$ cat src/rtl/rx_desc_ctrl_pkg.sv
// Shared constants for the receive descriptor ring controller.
// Holds the iDMA command field layout, engine status bit positions,
// the descriptor size and the iDMA FSM state encodings.
package rx_desc_ctrl_pkg;

    localparam int DESC_BYTES   = 16;

    // iDMA C1 beat: [31] dir, [27:16] byte count, [15:0] local address
    localparam int C1_DIR_BIT   = 31;
    localparam int C1_BYTES_LSB = 16;
    localparam logic DIR_IN     = 1'b0;   // host -> local
    localparam logic DIR_OUT    = 1'b1;   // local -> host

    // Engine status beat
    localparam int STAT_IDE     = 17;
    localparam int STAT_RS      = 16;

    localparam logic [3:0] S_IDLE       = 4'd0;
    localparam logic [3:0] S_FETCH_C1   = 4'd1;
    localparam logic [3:0] S_FETCH_C2   = 4'd2;
    localparam logic [3:0] S_FETCH_C3   = 4'd3;
    localparam logic [3:0] S_FETCH_WAIT = 4'd4;
    localparam logic [3:0] S_WB_C1      = 4'd5;
    localparam logic [3:0] S_WB_C2      = 4'd6;
    localparam logic [3:0] S_WB_C3      = 4'd7;
    localparam logic [3:0] S_WB_WAIT    = 4'd8;

    function automatic logic [31:0] idma_c1(input logic dir, input logic [11:0] bytes,
                                            input logic [15:0] laddr);
        return {dir, 3'b000, bytes, laddr};
    endfunction

    function automatic logic [16:0] min17(input logic [16:0] a, input logic [16:0] b);
        return (a < b) ? a : b;
    endfunction

    function automatic logic is_wb_state(input logic [3:0] s);
        return (s == S_WB_C1) || (s == S_WB_C2) || (s == S_WB_C3) || (s == S_WB_WAIT);
    endfunction

endpackage

$ cat src/rtl/rx_ring_ptr.sv
// Modular ring index arithmetic.
//   idx_i   : current index
//   lim_i   : index to measure distance to (e.g. tail)
//   len_i   : ring length in entries
//   inc_i   : step to advance idx_i by (must not exceed len_i - idx_i... or wrap once)
//   avail_o : (lim_i - idx_i) mod len_i
//   next_o  : (idx_i + inc_i) mod len_i, single wrap
module rx_ring_ptr (
    input  logic [15:0] idx_i,
    input  logic [15:0] lim_i,
    input  logic [15:0] len_i,
    input  logic [15:0] inc_i,
    output logic [15:0] avail_o,
    output logic [15:0] next_o
);
    logic [16:0] diff;
    logic [16:0] sum;
    logic [16:0] wrapped;

    always_comb begin
        // 17-bit difference; sign bit set means lim is behind idx, so add len
        diff = {1'b0, lim_i} - {1'b0, idx_i};
        if (diff[16]) diff = diff + {1'b0, len_i};
        avail_o = diff[15:0];

        sum     = {1'b0, idx_i} + {1'b0, inc_i};
        wrapped = sum - {1'b0, len_i};
        next_o  = (sum >= {1'b0, len_i}) ? wrapped[15:0] : sum[15:0];
    end

endmodule

$ cat src/rtl/rx_desc_ctrl.sv
// Receive descriptor ring controller.
// Fetches descriptors from the host ring into a local cache over iDMA,
// dispatches cached descriptor addresses to the receive engine, takes the
// engine's status, writes back RS descriptors, and advances RDH.
// Ports:
//   aclk/aresetn          clock, async active-low reset
//   enable, rdba, rdlen,  ring configuration and host tail
//   rdt
//   rdh                   host head (next descriptor to retire)
//   cmd_m_*               engine command stream (local descriptor address)
//   stat_s_*              engine status stream (IDE, RS, local address)
//   idma_m_*              3-beat iDMA command
//   idma_s_*              iDMA completion
//   desc_done(_ide)       per-retire pulse and its IDE qualifier
//   seq_err               sticky status-order error
module rx_desc_ctrl
    import rx_desc_ctrl_pkg::*;
#(
    parameter logic [15:0] DESC_BASE  = 16'h8000,
    parameter int          CACHE_DESC = 16,
    parameter int          MAX_FETCH  = 8
) (
    input  logic        aclk,
    input  logic        aresetn,
    input  logic        enable,
    input  logic [63:0] rdba,
    input  logic [15:0] rdlen,
    input  logic [15:0] rdt,
    output logic [15:0] rdh,
    output logic [31:0] cmd_m_tdata,
    output logic        cmd_m_tvalid,
    output logic        cmd_m_tlast,
    input  logic        cmd_m_tready,
    input  logic [31:0] stat_s_tdata,
    input  logic        stat_s_tvalid,
    input  logic        stat_s_tlast,
    output logic        stat_s_tready,
    output logic [31:0] idma_m_tdata,
    output logic        idma_m_tvalid,
    output logic        idma_m_tlast,
    input  logic        idma_m_tready,
    input  logic [31:0] idma_s_tdata,
    input  logic        idma_s_tvalid,
    input  logic        idma_s_tlast,
    output logic        idma_s_tready,
    output logic        desc_done,
    output logic        desc_done_ide,
    output logic        seq_err
);
    localparam int SW = $clog2(CACHE_DESC);

    logic [3:0]    state_q, state_d;
    logic [15:0]   fetch_idx_q, rdh_q, fetch_n_q;
    logic [SW-1:0] wr_slot_q, disp_slot_q, ret_slot_q;
    logic [SW:0]   cached_q, pending_q;
    logic          wb_pend_q, wb_pend_d, wb_ide_q;
    logic [15:0]   wb_addr_q;
    logic          cmd_hold_q, stat_rdy_q, stat_rdy_d;
    logic          desc_done_q, desc_done_ide_q, seq_err_q;

    logic [15:0]   avail, fetch_next, rdh_next, rdh_lag_unused, fetch_n;
    logic [16:0]   n_full;
    logic          stat_acc, stat_rs, fetch_done, wb_done, retire, ret_ide, cmd_hs, drop;
    logic [63:0]   fetch_host, wb_host;
    logic          unused_ok;

    function automatic logic [15:0] slot_addr(input logic [SW-1:0] s);
        return DESC_BASE + 16'(s) * 16'(DESC_BYTES);
    endfunction

    rx_ring_ptr u_fetch_ptr (
        .idx_i(fetch_idx_q), .lim_i(rdt), .len_i(rdlen), .inc_i(fetch_n_q),
        .avail_o(avail), .next_o(fetch_next)
    );

    rx_ring_ptr u_rdh_ptr (
        .idx_i(rdh_q), .lim_i(fetch_idx_q), .len_i(rdlen), .inc_i(16'd1),
        .avail_o(rdh_lag_unused), .next_o(rdh_next)
    );

    // Burst size: host availability, cache room, burst cap, and neither
    // the ring end nor the cache end may be crossed by one burst.
    always_comb begin
        n_full = min17(min17({1'b0, avail}, 17'(CACHE_DESC) - 17'(cached_q)),
                       min17(17'(MAX_FETCH),
                             min17({1'b0, rdlen} - {1'b0, fetch_idx_q},
                                   17'(CACHE_DESC) - 17'(wr_slot_q))));
        fetch_n = n_full[15:0];
    end

    assign stat_s_tready = stat_rdy_q;
    assign idma_s_tready = 1'b1;
    assign stat_acc      = stat_s_tvalid && stat_rdy_q;
    assign stat_rs       = stat_s_tdata[STAT_RS];
    assign fetch_done    = (state_q == S_FETCH_WAIT) && idma_s_tvalid;
    assign wb_done       = (state_q == S_WB_WAIT) && idma_s_tvalid;
    assign retire        = (stat_acc && !stat_rs) || wb_done;
    assign ret_ide       = wb_done ? wb_ide_q : stat_s_tdata[STAT_IDE];

    // Once raised, valid is held by cmd_hold_q even if enable drops.
    assign cmd_m_tvalid  = cmd_hold_q || ((pending_q != '0) && enable);
    assign cmd_m_tdata   = {16'b0, slot_addr(disp_slot_q)};
    assign cmd_m_tlast   = 1'b1;
    assign cmd_hs        = cmd_m_tvalid && cmd_m_tready;

    // Disabled and quiescent: everything dispatched has been retired.
    assign drop = !enable && (state_q == S_IDLE) && (cached_q == pending_q) &&
                  !wb_pend_q && !cmd_hold_q;

    assign fetch_host = rdba + 64'(fetch_idx_q) * 64'(DESC_BYTES);
    assign wb_host    = rdba + 64'(rdh_q) * 64'(DESC_BYTES);

    always_comb begin
        state_d = state_q;
        case (state_q)
            S_IDLE: begin
                if (wb_pend_q)                        state_d = S_WB_C1;
                else if (enable && (fetch_n != '0))   state_d = S_FETCH_C1;
            end
            S_FETCH_C1:   if (idma_m_tready) state_d = S_FETCH_C2;
            S_FETCH_C2:   if (idma_m_tready) state_d = S_FETCH_C3;
            S_FETCH_C3:   if (idma_m_tready) state_d = S_FETCH_WAIT;
            S_FETCH_WAIT: if (idma_s_tvalid) state_d = S_IDLE;
            S_WB_C1:      if (idma_m_tready) state_d = S_WB_C2;
            S_WB_C2:      if (idma_m_tready) state_d = S_WB_C3;
            S_WB_C3:      if (idma_m_tready) state_d = S_WB_WAIT;
            S_WB_WAIT:    if (idma_s_tvalid) state_d = S_IDLE;
            default:      state_d = S_IDLE;
        endcase

        wb_pend_d = wb_pend_q;
        if (wb_done)             wb_pend_d = 1'b0;
        if (stat_acc && stat_rs) wb_pend_d = 1'b1;
        stat_rdy_d = !wb_pend_d && !is_wb_state(state_d);
    end

    always_comb begin
        idma_m_tvalid = 1'b0;
        idma_m_tlast  = 1'b0;
        idma_m_tdata  = '0;
        case (state_q)
            S_FETCH_C1: idma_m_tdata = idma_c1(DIR_IN, 12'(fetch_n_q) * 12'(DESC_BYTES),
                                               slot_addr(wr_slot_q));
            S_FETCH_C2: idma_m_tdata = fetch_host[31:0];
            S_FETCH_C3: idma_m_tdata = fetch_host[63:32];
            S_WB_C1:    idma_m_tdata = idma_c1(DIR_OUT, 12'(DESC_BYTES), wb_addr_q);
            S_WB_C2:    idma_m_tdata = wb_host[31:0];
            S_WB_C3:    idma_m_tdata = wb_host[63:32];
            default:    idma_m_tdata = '0;
        endcase
        case (state_q)
            S_FETCH_C1, S_FETCH_C2, S_FETCH_C3,
            S_WB_C1, S_WB_C2, S_WB_C3: idma_m_tvalid = 1'b1;
            default:                   idma_m_tvalid = 1'b0;
        endcase
        idma_m_tlast = (state_q == S_FETCH_C3) || (state_q == S_WB_C3);
    end

    always_ff @(posedge aclk or negedge aresetn) begin
        if (!aresetn) begin
            state_q         <= S_IDLE;
            fetch_idx_q     <= '0;
            rdh_q           <= '0;
            fetch_n_q       <= '0;
            wr_slot_q       <= '0;
            disp_slot_q     <= '0;
            ret_slot_q      <= '0;
            cached_q        <= '0;
            pending_q       <= '0;
            wb_pend_q       <= 1'b0;
            wb_ide_q        <= 1'b0;
            wb_addr_q       <= '0;
            cmd_hold_q      <= 1'b0;
            stat_rdy_q      <= 1'b0;
            desc_done_q     <= 1'b0;
            desc_done_ide_q <= 1'b0;
            seq_err_q       <= 1'b0;
        end else begin
            state_q    <= state_d;
            wb_pend_q  <= wb_pend_d;
            stat_rdy_q <= stat_rdy_d;
            cmd_hold_q <= cmd_m_tvalid && !cmd_m_tready;

            // C1 is frozen once the FSM leaves idle
            if ((state_q == S_IDLE) && (state_d == S_FETCH_C1)) fetch_n_q <= fetch_n;

            if (fetch_done) begin
                fetch_idx_q <= fetch_next;
                wr_slot_q   <= wr_slot_q + fetch_n_q[SW-1:0];
            end
            cached_q  <= cached_q + (fetch_done ? fetch_n_q[SW:0] : '0)
                                  - {{SW{1'b0}}, retire};
            pending_q <= pending_q + (fetch_done ? fetch_n_q[SW:0] : '0)
                                   - {{SW{1'b0}}, cmd_hs};
            if (cmd_hs) disp_slot_q <= disp_slot_q + SW'(1);

            if (stat_acc && (stat_s_tdata[15:0] != slot_addr(ret_slot_q))) seq_err_q <= 1'b1;
            if (stat_acc && stat_rs) begin
                wb_addr_q <= stat_s_tdata[15:0];
                wb_ide_q  <= stat_s_tdata[STAT_IDE];
            end

            if (retire) begin
                rdh_q      <= rdh_next;
                ret_slot_q <= ret_slot_q + SW'(1);
            end
            desc_done_q     <= retire;
            desc_done_ide_q <= retire && ret_ide;

            if (drop) begin
                fetch_idx_q <= '0;
                rdh_q       <= '0;
                wr_slot_q   <= '0;
                disp_slot_q <= '0;
                ret_slot_q  <= '0;
                cached_q    <= '0;
                pending_q   <= '0;
            end
        end
    end

    assign rdh           = rdh_q;
    assign desc_done     = desc_done_q;
    assign desc_done_ide = desc_done_ide_q;
    assign seq_err       = seq_err_q;

    assign unused_ok = ^{stat_s_tdata[31:18], stat_s_tlast, idma_s_tdata, idma_s_tlast};

endmodule

$ cat config.mk
export PLATFORM = sky130hd
export DESIGN_NAME = rx_desc_ctrl
export DESIGN_NICKNAME = d
export VERILOG_FILES = /design/src/rtl/rx_desc_ctrl_pkg.sv /design/src/rtl/rx_ring_ptr.sv /design/src/rtl/rx_desc_ctrl.sv
export SDC_FILE = /design/constraint.sdc
export NUM_CORES = 1
export LEC_CHECK = 0
export BUFFER_PORTS_ARGS = -buffer_cell sky130_fd_sc_hd__buf_2
export CAP_MARGIN = 20
export CORE_MARGIN = 3
export CORE_UTILIZATION = 45
export DETAILED_ROUTE_END_ITERATION = 12
export GPL_ROUTABILITY_DRIVEN = 0
export GPL_TIMING_DRIVEN = 0
export PLACE_DENSITY_LB_ADDON = 0.25
export SYNTH_ARGS = -nofsm -noshare
export SYNTH_HDL_FRONTEND = slang
export SYNTH_SLANG_ARGS = --single-unit
$ cat constraint.sdc
create_clock -name aclk -period 24.4 [get_ports aclk]
set_input_delay 2.44 -clock aclk [delete_from_list [all_inputs] [get_ports aclk]]
set_output_delay 2.44 -clock aclk [all_outputs]
set_load 0.01 [all_outputs]
# Yosys cells after proc, flatten, opt, wreduce, memory -nomap -nowiden
# Index checks and enable logic that the tools add are counted.
op_classes:
  add_sub_neg: 21
  order_cmp: 6
  n_eq_ne: 15
  muxes: 35
  reduce_logical: 38
ops:
  columns: ["op", "count"]
  rows:
  - ["one-hot mux 32 bit (6 select lines)", 1]
  - ["adder 64 x 20 -> 64 bit", 2]
  - ["2-to-1 mux 16 bit", 8]
  - ["2-to-1 mux 4 bit", 15]
  - ["2-to-1 mux 17 bit", 3]
  - ["adder 16 x 8 -> 16 bit (first input constant)", 3]
  - [">= comparator 17 x 16 -> 1 bit", 2]
  - ["< comparator 17 bit", 2]
  - ["subtractor 16 x 16 -> 17 bit", 2]
  - ["one-hot mux 4 bit (8 select lines)", 1]
  - ["subtractor 16 bit", 2]
  - ["equality test 4 x 3 -> 1 bit (second input constant)", 7]
  - ["adder 16 x 1 -> 17 bit (second input constant)", 1]
  - ["adder 16 x 16 -> 17 bit", 1]
  - ["logical AND 1 bit", 17]
  - ["< comparator 16 x 17 -> 1 bit", 1]
  - ["< comparator 4 x 17 -> 1 bit (first input constant)", 1]
  - ["adder 16 bit", 1]
  - ["inequality test 16 bit", 1]
  - ["nonzero test 16 bit", 1]
  - ["2-to-1 mux 5 bit", 3]
  - ["adder 5 bit", 2]
  - ["subtractor 5 x 1 -> 5 bit", 2]
  - ["adder 4 x 1 -> 4 bit (second input constant)", 2]
  - ["15 further kinds", 34]
totals:
  regBits: 97
  word_cells: 132

# Longest topological paths before layout
# Gate-level depths: netlist of run 1.
logic_depth:
  ltp_word: 18
  depth_mapped: 40
  mapped_depth_nobuf: 39

# Cells and area by module
# From an unflattened synthesis of run 1, not the netlist that was laid out.
unflattened:
  cells_unflattened: 2277
  hier_area_um2: 17581.9
by_module_without_submodules:
  columns: ["module", "n_inst", "cells_each", "area_per_inst_um2"]
  rows:
  - ["rx_desc_ctrl", 1, 1385, 10931.7]
  - ["rx_ring_ptr at u_fetch_ptr", 1, 437, 3339.5]
  - ["rx_ring_ptr at u_rdh_ptr", 1, 455, 3310.7]

# Worst setup path after synthesis of run 1
# OpenSTA, ideal clock, no wires.
synth_timing:
  kind: "in2reg"
  startpoint: "input rdt[1]"
  endpoint: "register fetch_n_q[13]"
  setup_time_ps: 125
  t_arrival_ps: 9512
  required_ps: 24275
  setup_slack_ps: 14762
  path_stages: 37
  n_path_buf: 1
  cell_sequence: "ha_1 nor2b_1 o31ai_1 nand2b_1 a21oi_1 xnor2_1 ha_1 a21o_1 nor3_1 a21oi_1 a31o_2 a21o_1 a41oi_1 xnor2_1 mux2i_1 inv_1 ha_1 nand2_1 nor2_1 a21boi_0 a311oi_2 a21oi_2 mux2_2 ha_1 a21o_1 a21o_1 a21o_1 a21o_1 a21o_1 a21oi_1 nor2_1 o22ai_1 o311ai_4 mux2_4 nand3_4 buf_12 mux2_4"
synth_via:
  elab_chain_len: 14
synth_rtl:
  columns: ["item", "line_no", "rtl"]
  rows:
  - ["start: declaration", "rx_desc_ctrl.sv:28", "input logic [15:0] rdt,"]
  - ["subtractor 16 x 16 -> 17 bit *", "rx_ring_ptr.sv:22", "diff = {1'b0, lim_i} - {1'b0, idx_i};"]
  - ["adder 16 bit", "rx_ring_ptr.sv:23", "if (diff[16]) diff = diff + {1'b0, len_i};"]
  - ["2-to-1 mux 16 bit *", "rx_ring_ptr.sv:23", null]
  - ["< comparator 16 x 17 -> 1 bit", "rx_desc_ctrl_pkg.sv:34", "return (a < b) ? a : b;"]
  - ["2-to-1 mux 17 bit *", "rx_desc_ctrl_pkg.sv:34", null]
  - ["< comparator 17 bit", "rx_desc_ctrl_pkg.sv:34", null]
  - ["2-to-1 mux 16 bit *", "rx_desc_ctrl_pkg.sv:34", null]
  - ["nonzero test 16 bit", "rx_desc_ctrl.sv:118", "else if (enable && (fetch_n != '0)) state_d = S_FETCH_C1;"]
  - ["logical AND 1 bit", "rx_desc_ctrl.sv:118", null]
  - ["2-to-1 mux 4 bit", "rx_desc_ctrl.sv:118", null]
  - ["2-to-1 mux 4 bit", "rx_desc_ctrl.sv:117", "if (wb_pend_q) state_d = S_WB_C1;"]
  - ["one-hot mux 4 bit (8 select lines)", "rx_desc_ctrl.sv:115", "case (state_q)"]
  - ["equality test 4 x 1 -> 1 bit", "rx_desc_ctrl.sv:185", "if ((state_q == S_IDLE) && (state_d == S_FETCH_C1)) fetch_n_q <= fetch_n;"]
  - ["logical AND 1 bit", "rx_desc_ctrl.sv:185", null]
  - ["end signal: assignment", "rx_desc_ctrl.sv:185", null]
  - ["end: declaration", "rx_desc_ctrl.sv:53", "logic [15:0] fetch_idx_q, rdh_q, fetch_n_q;"]
# Every way passes the cells marked *; elsewhere a longest branch is shown, timed or not.
# A chain may end at the register's enable or synchronous reset.

# Worst setup path in the final report of run 1
# Ends and elaborated chain as after synthesis.

==> results.toml, run 1 <==
[floorplanning]
floorplan.die.width_um = 186
initial_standard_cell_utilization_of_the_core_pct = 46.0
overall_die_area_sq_um = 34700
num_io_pins = 258
placement_rows = 65
die_h_um = 186
core_area_sq_um = 31800

[route]
drt-wirelength-per-cell_um = 19.4
drt-initial-drc-count = 1465
drt_pre_antenna_iters = 9
ant_nets = 0
drt_drc_violations_left = 0
vias = 15200
drt-vias-per-instance = 5.95
finalWirelength_mm = 49.6

[outcome]
run_status = "finished clean"

[logic_synthesis]
postSynthAreaPerCell_sq_um = 7.79
mappedNetlistArea_sq_um = 14600
number_of_warning_messages_in_the_yosys_log = 0
sequential_fraction_of_the_synthesis_area_pct = 16.6
synth_top_area_share_pct = 16.6
count_of_different_cell_masters_after_synthesis = 85
ys.flop_type = "sky130_fd_sc_hd__dfrtp_1"
asyncSetResetFlopFracSynth_pct = 100
syn-instance-count = 1879
synth.ff_latch_count = 97
ys_top_cells_by_area = "sky130_fd_sc_hd__dfrtp_1, sky130_fd_sc_hd__ha_1, sky130_fd_sc_hd__xnor2_1"
number_of_synthesized_flops_with_an_enable_pin = 0
yosysTopAreaCell = "sky130_fd_sc_hd__dfrtp_1"

[critical_path]
critical_path.slowest_cell = "sky130_fd_sc_hd__a21oi_2"
crit_path_end_kind = "flip-flop"
worst_ep_required_time_ns = 24.66
arrival_ns = 10.95
critical_path_peak_fanout = 10
most_prevalent_standard_cell_on_the_critical_path = "sky130_fd_sc_hd__a21o_1"
path_class = "input port to flip-flop"
cpPeakStageDelay_ns = 0.49
worstSetupStartpointType = "input port"

[pwr]
worst_ir_drop_vdd_mv = 0.0805
power.sequential.fraction_pct = 12.5
total_switching_power_w = 0.00153
total_leakage_power_nw = 7.88
power.internal_w = 0.00126
power.share.switching_pct = 54.8
fraction_of_power_consumed_by_combinational_cells_pct = 82.4
pwr_density_cell_nw_per_um2 = 169
power.share.clock_pct = 5.1
total_power_w = 0.00279

[global_route]
grt-ovfl-total = 0
largest_net_degree_at_the_start_of_global_routing = 51
grt_pass1_wl_mm = 78.5
grt_pass1_vias = 14900
grt_antenna_before_repair = 0
grt_use_total_pct = 27.6

[place]
placement.io_buffers = 175
placed_area_sq_um = 16300
dp.final_hpwl_mm = 41.4

[clock_tree]
clk_path_buf_depth = 2
cts.repair.resized = 0
numCtsBuffers = 9
clk-insertion-delay-late_ns = 0.37
cts.htree.levels = 3
clkTransAtPathRegs_ns = 0.08
cts_setup_buffers = 0
clock_tree.root_cell = "sky130_fd_sc_hd__clkbuf_16"
count_of_hold_fix_buffers_inserted_at_cts = 0
clock-sinks = 97
clock_tree_from_tritoncts = "yes"

[sta]
final.setup_skew_ns = 0.0143
setup-tns-final_ns = 0
setup-violations-final = 0
grt_setup_unrepaired = "false"
drv_slew = 0
finalHoldViolations = 0
max_slew_margin_pct = 22.7
fraction_of_the_cycle_the_final_worst_path_needs_pct = 43.8
tightestPinTransition_ns = 1.15
clock.fmax_mhz = 93.5
post-route-min-period_ns = 10.69

[finish]
final_common_cell = "sky130_fd_sc_hd__ha_1"
final_nets = 2480
layout_cells_sized_above_1_pct = 13.5
n_antenna_cell = 0
synthToLayoutAreaGrowth_pct = 13.2
post-route-cell-area_sq_um = 16600
mostFrequentLayoutCells = "sky130_fd_sc_hd__ha_1, sky130_fd_sc_hd__buf_2, sky130_fd_sc_hd__nor2_1"
finalCoreUtilization_pct = 52.1

[run]
drv_cap = 0

[min_path]
timing.hold.worst.class = "flip-flop to flip-flop"
## critical path, delay by kind of cell
kind | cells | cell delay [ns]
fa+ha+maj | 4 | 1.20
xor+xnor | 2 | 0.32
compound gates | 18 | 4.26
mux | 4 | 1.45
buf+inv | 3 | 0.39
simple gates | 7 | 0.86
## registers in the layout, indices dropped and copies added (netlist names)
signal	cells
seq_err	1
wb_pend_q	1
ret_slot_q	4
disp_slot_q	4
fetch_n_q	16
wb_addr_q	16
wr_slot_q	4
wb_ide_q	1
cmd_hold_q	1
cached_q	5
desc_done	1
state_q	4
rdh	16
fetch_idx_q	16
pending_q	5
desc_done_ide	1
stat_s_tready	1
## synth_stat cells, types with 20 or more instances
cell	number
sky130_fd_sc_hd__nor3_1	37
sky130_fd_sc_hd__nor2_1	159
sky130_fd_sc_hd__mux2_2	31
sky130_fd_sc_hd__xor2_1	67
sky130_fd_sc_hd__nor2b_1	33
sky130_fd_sc_hd__mux2i_1	37
sky130_fd_sc_hd__nand3_1	47
sky130_fd_sc_hd__ha_1	188
sky130_fd_sc_hd__nand2_1	143
sky130_fd_sc_hd__a21o_1	55
sky130_fd_sc_hd__and3_1	25
sky130_fd_sc_hd__buf_4	30
sky130_fd_sc_hd__o21ai_0	87
sky130_fd_sc_hd__nand4_1	37
sky130_fd_sc_hd__xnor2_1	100
sky130_fd_sc_hd__dfrtp_1	97
sky130_fd_sc_hd__o21a_1	20
sky130_fd_sc_hd__a21oi_1	130
sky130_fd_sc_hd__clkbuf_1	58
sky130_fd_sc_hd__o21bai_1	22
sky130_fd_sc_hd__inv_1	138
sky130_fd_sc_hd__o22ai_1	28
sky130_fd_sc_hd__nor4_1	22
## cells by family (layout without fill, tap and decap cells)
group,count (synthesis),after routing,share of synthesized area [%]
AO/OA/AOI/OAI,518,518,23.8
XOR/XNOR,167,167,9.99
adder cells (fa/ha/maj),199,199,17.6
buffers and inverters,231,427,6.80
flip-flops,97,97,16.6
multiplexers,71,71,5.22
other,2,44,0.0513
AND/OR/NAND/NOR,594,594,20.0
## final cells by class
class,instances,area (sq um)
clock inverter,7,65.1
sequential,97,2430
inverter,140,526
buffer,91,470
fill,3118,15200
tap,435,544
multi-input combinational,1593,11400
clock buffer,9,225
timing repair buffer,180,928
## worst paths after layout
kind / start / endpoint / slack (ns) / depth (start not counted)
worst max-delay path: rdt[1] / fetch_n_q[13]$_DFFE_PN0P_ / 13.71 / 38
max in group asynchronous: aresetn / rdh[9]$_DFFE_PN0P_ / 21.61 / 2
min in group asynchronous: aresetn / wb_addr_q[10]$_DFFE_PN0P_ / 2.09 / 1
worst max register to register: fetch_idx_q[1]$_DFFE_PN0P_ / fetch_n_q[13]$_DFFE_PN0P_ / 14.95 / 38
worst min-delay path: seq_err$_DFFE_PN0P_ / seq_err$_DFFE_PN0P_ / 0.50 / 1
worst min register to register: seq_err$_DFFE_PN0P_ / seq_err$_DFFE_PN0P_ / 0.50 / 1
## per-stage QoR
stage | cells | worst slack, ns | hold WS (ns)
2_1_floorplan | 1921 | 14.76 | 0.479
3_3_place_gp | 2531 | 13.58 | 0.462
3_5_place_dp | 2535 | 13.43 | 0.483
4_1_cts | 2551 | 13.80 | 0.500
5_1_grt | 2552 | 13.22 | 0.538
6_report | 2552 | 13.71 | 0.497
## metal layers
| metal | wire, um | track usage [%] | vias to the layer above |
|---|---|---|---|
| met5 | 0 | 0 | - |
| met4 | 2580 | 13.1 | 0 |
| met3 | 3760 | 3.34 | 157 |
| met2 | 22500 | 46.0 | 718 |
| met1 | 20700 | 35.6 | 7035 |
| li1 | - | - | 7271 |
## power groups by stage
stage / logic (W) / registers [W] / clock network [W]
floorplan: 0.00169 / 0.000305 / 0
global placement: 0.00219 / 0.000346 / 0
detailed placement: 0.00225 / 0.000349 / 0
CTS: 0.00227 / 0.000346 / 0.000145
global route: 0.00256 / 0.000358 / 0.000153
finish: 0.00230 / 0.000349 / 0.000144
No activity file was read; power rests on OpenSTA's default activity.
==> run 2: changes to the inputs <==
==> constraint.sdc (replaced) <==
create_clock -name aclk -period 9.5 [get_ports aclk]
set_input_delay 0.95 -clock aclk [delete_from_list [all_inputs] [get_ports aclk]]
set_output_delay 0.95 -clock aclk [all_outputs]
set_load 0.01 [all_outputs]
==> run 2 against run 1 <==
Critical endpoint unchanged. Largest cell class unchanged. Sequential share of layout area barely moved. Critical path type is now flip-flop to flip-flop. Critical path depth stayed put. Wire length barely moved. Highest routed layer unchanged.
==> results.toml, run 2 (synthesis gave the netlist of run 1 again) <==
[outcome]
run_status = "finished clean"

[critical_path]
critical-path-top-delay-family = "compound AO/OA/AOI/OAI gates"
critical_path.slowest_cell = "sky130_fd_sc_hd__dfrtp_2"
rr_worst_depth = 38
r2r_end = "fetch_n_q[13]$_DFFE_PN0P_"
reg2reg_setup_slack_ns = 0.58
endpoint_of_the_worst_setup_timing_path = "fetch_n_q[13]$_DFFE_PN0P_"
arrival_ns = 9.18
path_class = "flip-flop to flip-flop"
critical_path_peak_fanout = 10
most_prevalent_standard_cell_on_the_critical_path = "sky130_fd_sc_hd__a21o_1"
worstSetupStartpointType = "flip-flop"
worstReg2RegStart = "fetch_idx_q[1]$_DFFE_PN0P_"
cpPeakStageDelay_ns = 0.53
crit_path_end_kind = "flip-flop"
worst_setup_path_startpoint = "fetch_idx_q[1]$_DFFE_PN0P_"
critical_path.n_buffers_inverters = 3
critical_path_depth = 38
worst_ep_required_time_ns = 9.76

[sta]
finalHoldViolations = 0
max_slew_margin_pct = 24.5
drv_slew = 0
clock.fmax_mhz = 112
fraction_of_the_cycle_the_final_worst_path_needs_pct = 93.9
setup-violations-final = 0
finalHoldWorstSlack_ns = 0.496
post-route-min-period_ns = 8.92
final.setup_skew_ns = 0.0155
tightestPinTransition_ns = 1.12
grt_setup_unrepaired = "false"
setup-tns-final_ns = 0

[clock_tree]
clock_tree_from_tritoncts = "yes"
clkTransAtPathRegs_ns = 0.08
cts.htree.levels = 3
cts_setup_buffers = 0
numCtsBuffers = 9
clock-sinks = 97
clk_path_buf_depth = 2
clk-insertion-delay-late_ns = 0.37
clock_tree.root_cell = "sky130_fd_sc_hd__clkbuf_16"

[finish]
final_nets = 2480
n_antenna_cell = 0
layout_cells_sized_above_1_pct = 13.6
multiInputGateArea_sq_um = 11400
final_common_cell = "sky130_fd_sc_hd__ha_1"
synthToLayoutAreaGrowth_pct = 13.3
layout.area.seq_sq_um = 2430
mostFrequentLayoutCells = "sky130_fd_sc_hd__ha_1, sky130_fd_sc_hd__buf_2, sky130_fd_sc_hd__nor2_1"
final.fill_count = 3117

[route]
finalWirelength_mm = 49.6
drt_pre_antenna_iters = 8
vias = 15100
drt_drc_violations_left = 0
ant_nets = 0
drt-initial-drc-count = 1365
drt-vias-per-instance = 5.92
drt-wirelength-per-cell_um = 19.4

[pwr]
power.share.switching_pct = 54.9
power.share.clock_pct = 5.2
total_leakage_power_nw = 7.88
total_switching_power_w = 0.00395
power.internal_w = 0.00325
worst_ir_drop_vdd_mv = 0.210
fraction_of_power_consumed_by_combinational_cells_pct = 82.4
power.sequential.fraction_pct = 12.5
pwr_density_cell_nw_per_um2 = 434

[place]
placement.io_buffers = 175
dp.final_hpwl_mm = 41.4

[min_path]
worst_hold_path.num_cells = 1
timing.hold.worst.class = "flip-flop to flip-flop"

[floorplanning]
initial_standard_cell_utilization_of_the_core_pct = 46.0
overall_die_area_sq_um = 34700
placement_rows = 65
floorplan.die.width_um = 186
num_io_pins = 258
core_area_sq_um = 31800
die_h_um = 186

[global_route]
largest_net_degree_at_the_start_of_global_routing = 51
grt-ovfl-total = 0
grt_pass1_vias = 14900
grt_pass1_wl_mm = 78.5
grt_use_total_pct = 27.6
grt_antenna_before_repair = 0

[run]
drv_cap = 0
[run 2: cell count changes in the layout (fill, tap and decap cells not counted)]
cell	previous run	this run
sky130_fd_sc_hd__a21oi_4	0	1
sky130_fd_sc_hd__dfrtp_1	97	96
sky130_fd_sc_hd__a21oi_2	1	0
sky130_fd_sc_hd__o31ai_2	0	1
sky130_fd_sc_hd__o31ai_1	13	12
sky130_fd_sc_hd__dfrtp_2	0	1
[run 2: how the worst min path moves through the flow]
stage | start | endpoint | slack (ns)
after floorplan | wb_ide_q$_DFFE_PN0P_ | wb_ide_q$_DFFE_PN0P_ | 0.48
after global placement | seq_err$_DFFE_PN0P_ | seq_err$_DFFE_PN0P_ | 0.46
after detailed placement | seq_err$_DFFE_PN0P_ | seq_err$_DFFE_PN0P_ | 0.48
after CTS | seq_err$_DFFE_PN0P_ | seq_err$_DFFE_PN0P_ | 0.50
after global routing | wb_addr_q[9]$_DFFE_PN0P_ | wb_addr_q[9]$_DFFE_PN0P_ | 0.54
final | seq_err$_DFFE_PN0P_ | seq_err$_DFFE_PN0P_ | 0.50
[run 2: layout make-up]
class,instances,area share (%)
Multi-Input combinational cell,1593,68.7
Sequential cell,97,14.6
Timing Repair Buffer,180,5.60
Tap cell,435,3.28
Inverter,140,3.17
Buffer,91,2.84
Clock buffer,9,1.36
Clock inverter,7,0.392
[run 2: routing by layer]
| layer | track usage, % | vias up | routed length (um) |
|---|---|---|---|
| met5 | 0 | - | 0 |
| met3 | 3.34 | 149 | 3620 |
| met4 | 13.1 | 0 | 2500 |
| met2 | 46.0 | 714 | 22700 |
| met1 | 35.6 | 6992 | 20800 |
| li1 | - | 7263 | - |
[run 2: power by group through the flow]
| stage | Clock [W] | Sequential, W | Combinational [W] |
|---|---|---|---|
| finish | 0.000371 | 0.000896 | 0.00592 |
| global placement | 0 | 0.000888 | 0.00562 |
| global route | 0.000393 | 0.000919 | 0.00659 |
| detailed placement | 0 | 0.000897 | 0.00579 |
| floorplan | 0 | 0.000783 | 0.00435 |
| CTS | 0.000374 | 0.000889 | 0.00583 |
[run 2: what timing repair did]
action,CTS,global route
hold buffers,0,0
resized for setup,0,3
endpoints found under the setup margin,0,17
[run 2: stage by stage]
stage	instance area [sq um]	total power (W)	setup slack, ns	std cells	utilization (%)
floorplan	14800	0.00513	1.35	1921	-
CTS	16600	0.00709	0.167	2551	52.1
global placement	16200	0.00651	0.165	2531	51.0
finish	16600	0.00719	0.582	2552	52.1
global route	16600	0.00790	0.0324	2552	52.1
detailed placement	16300	0.00669	0.0184	2535	51.2
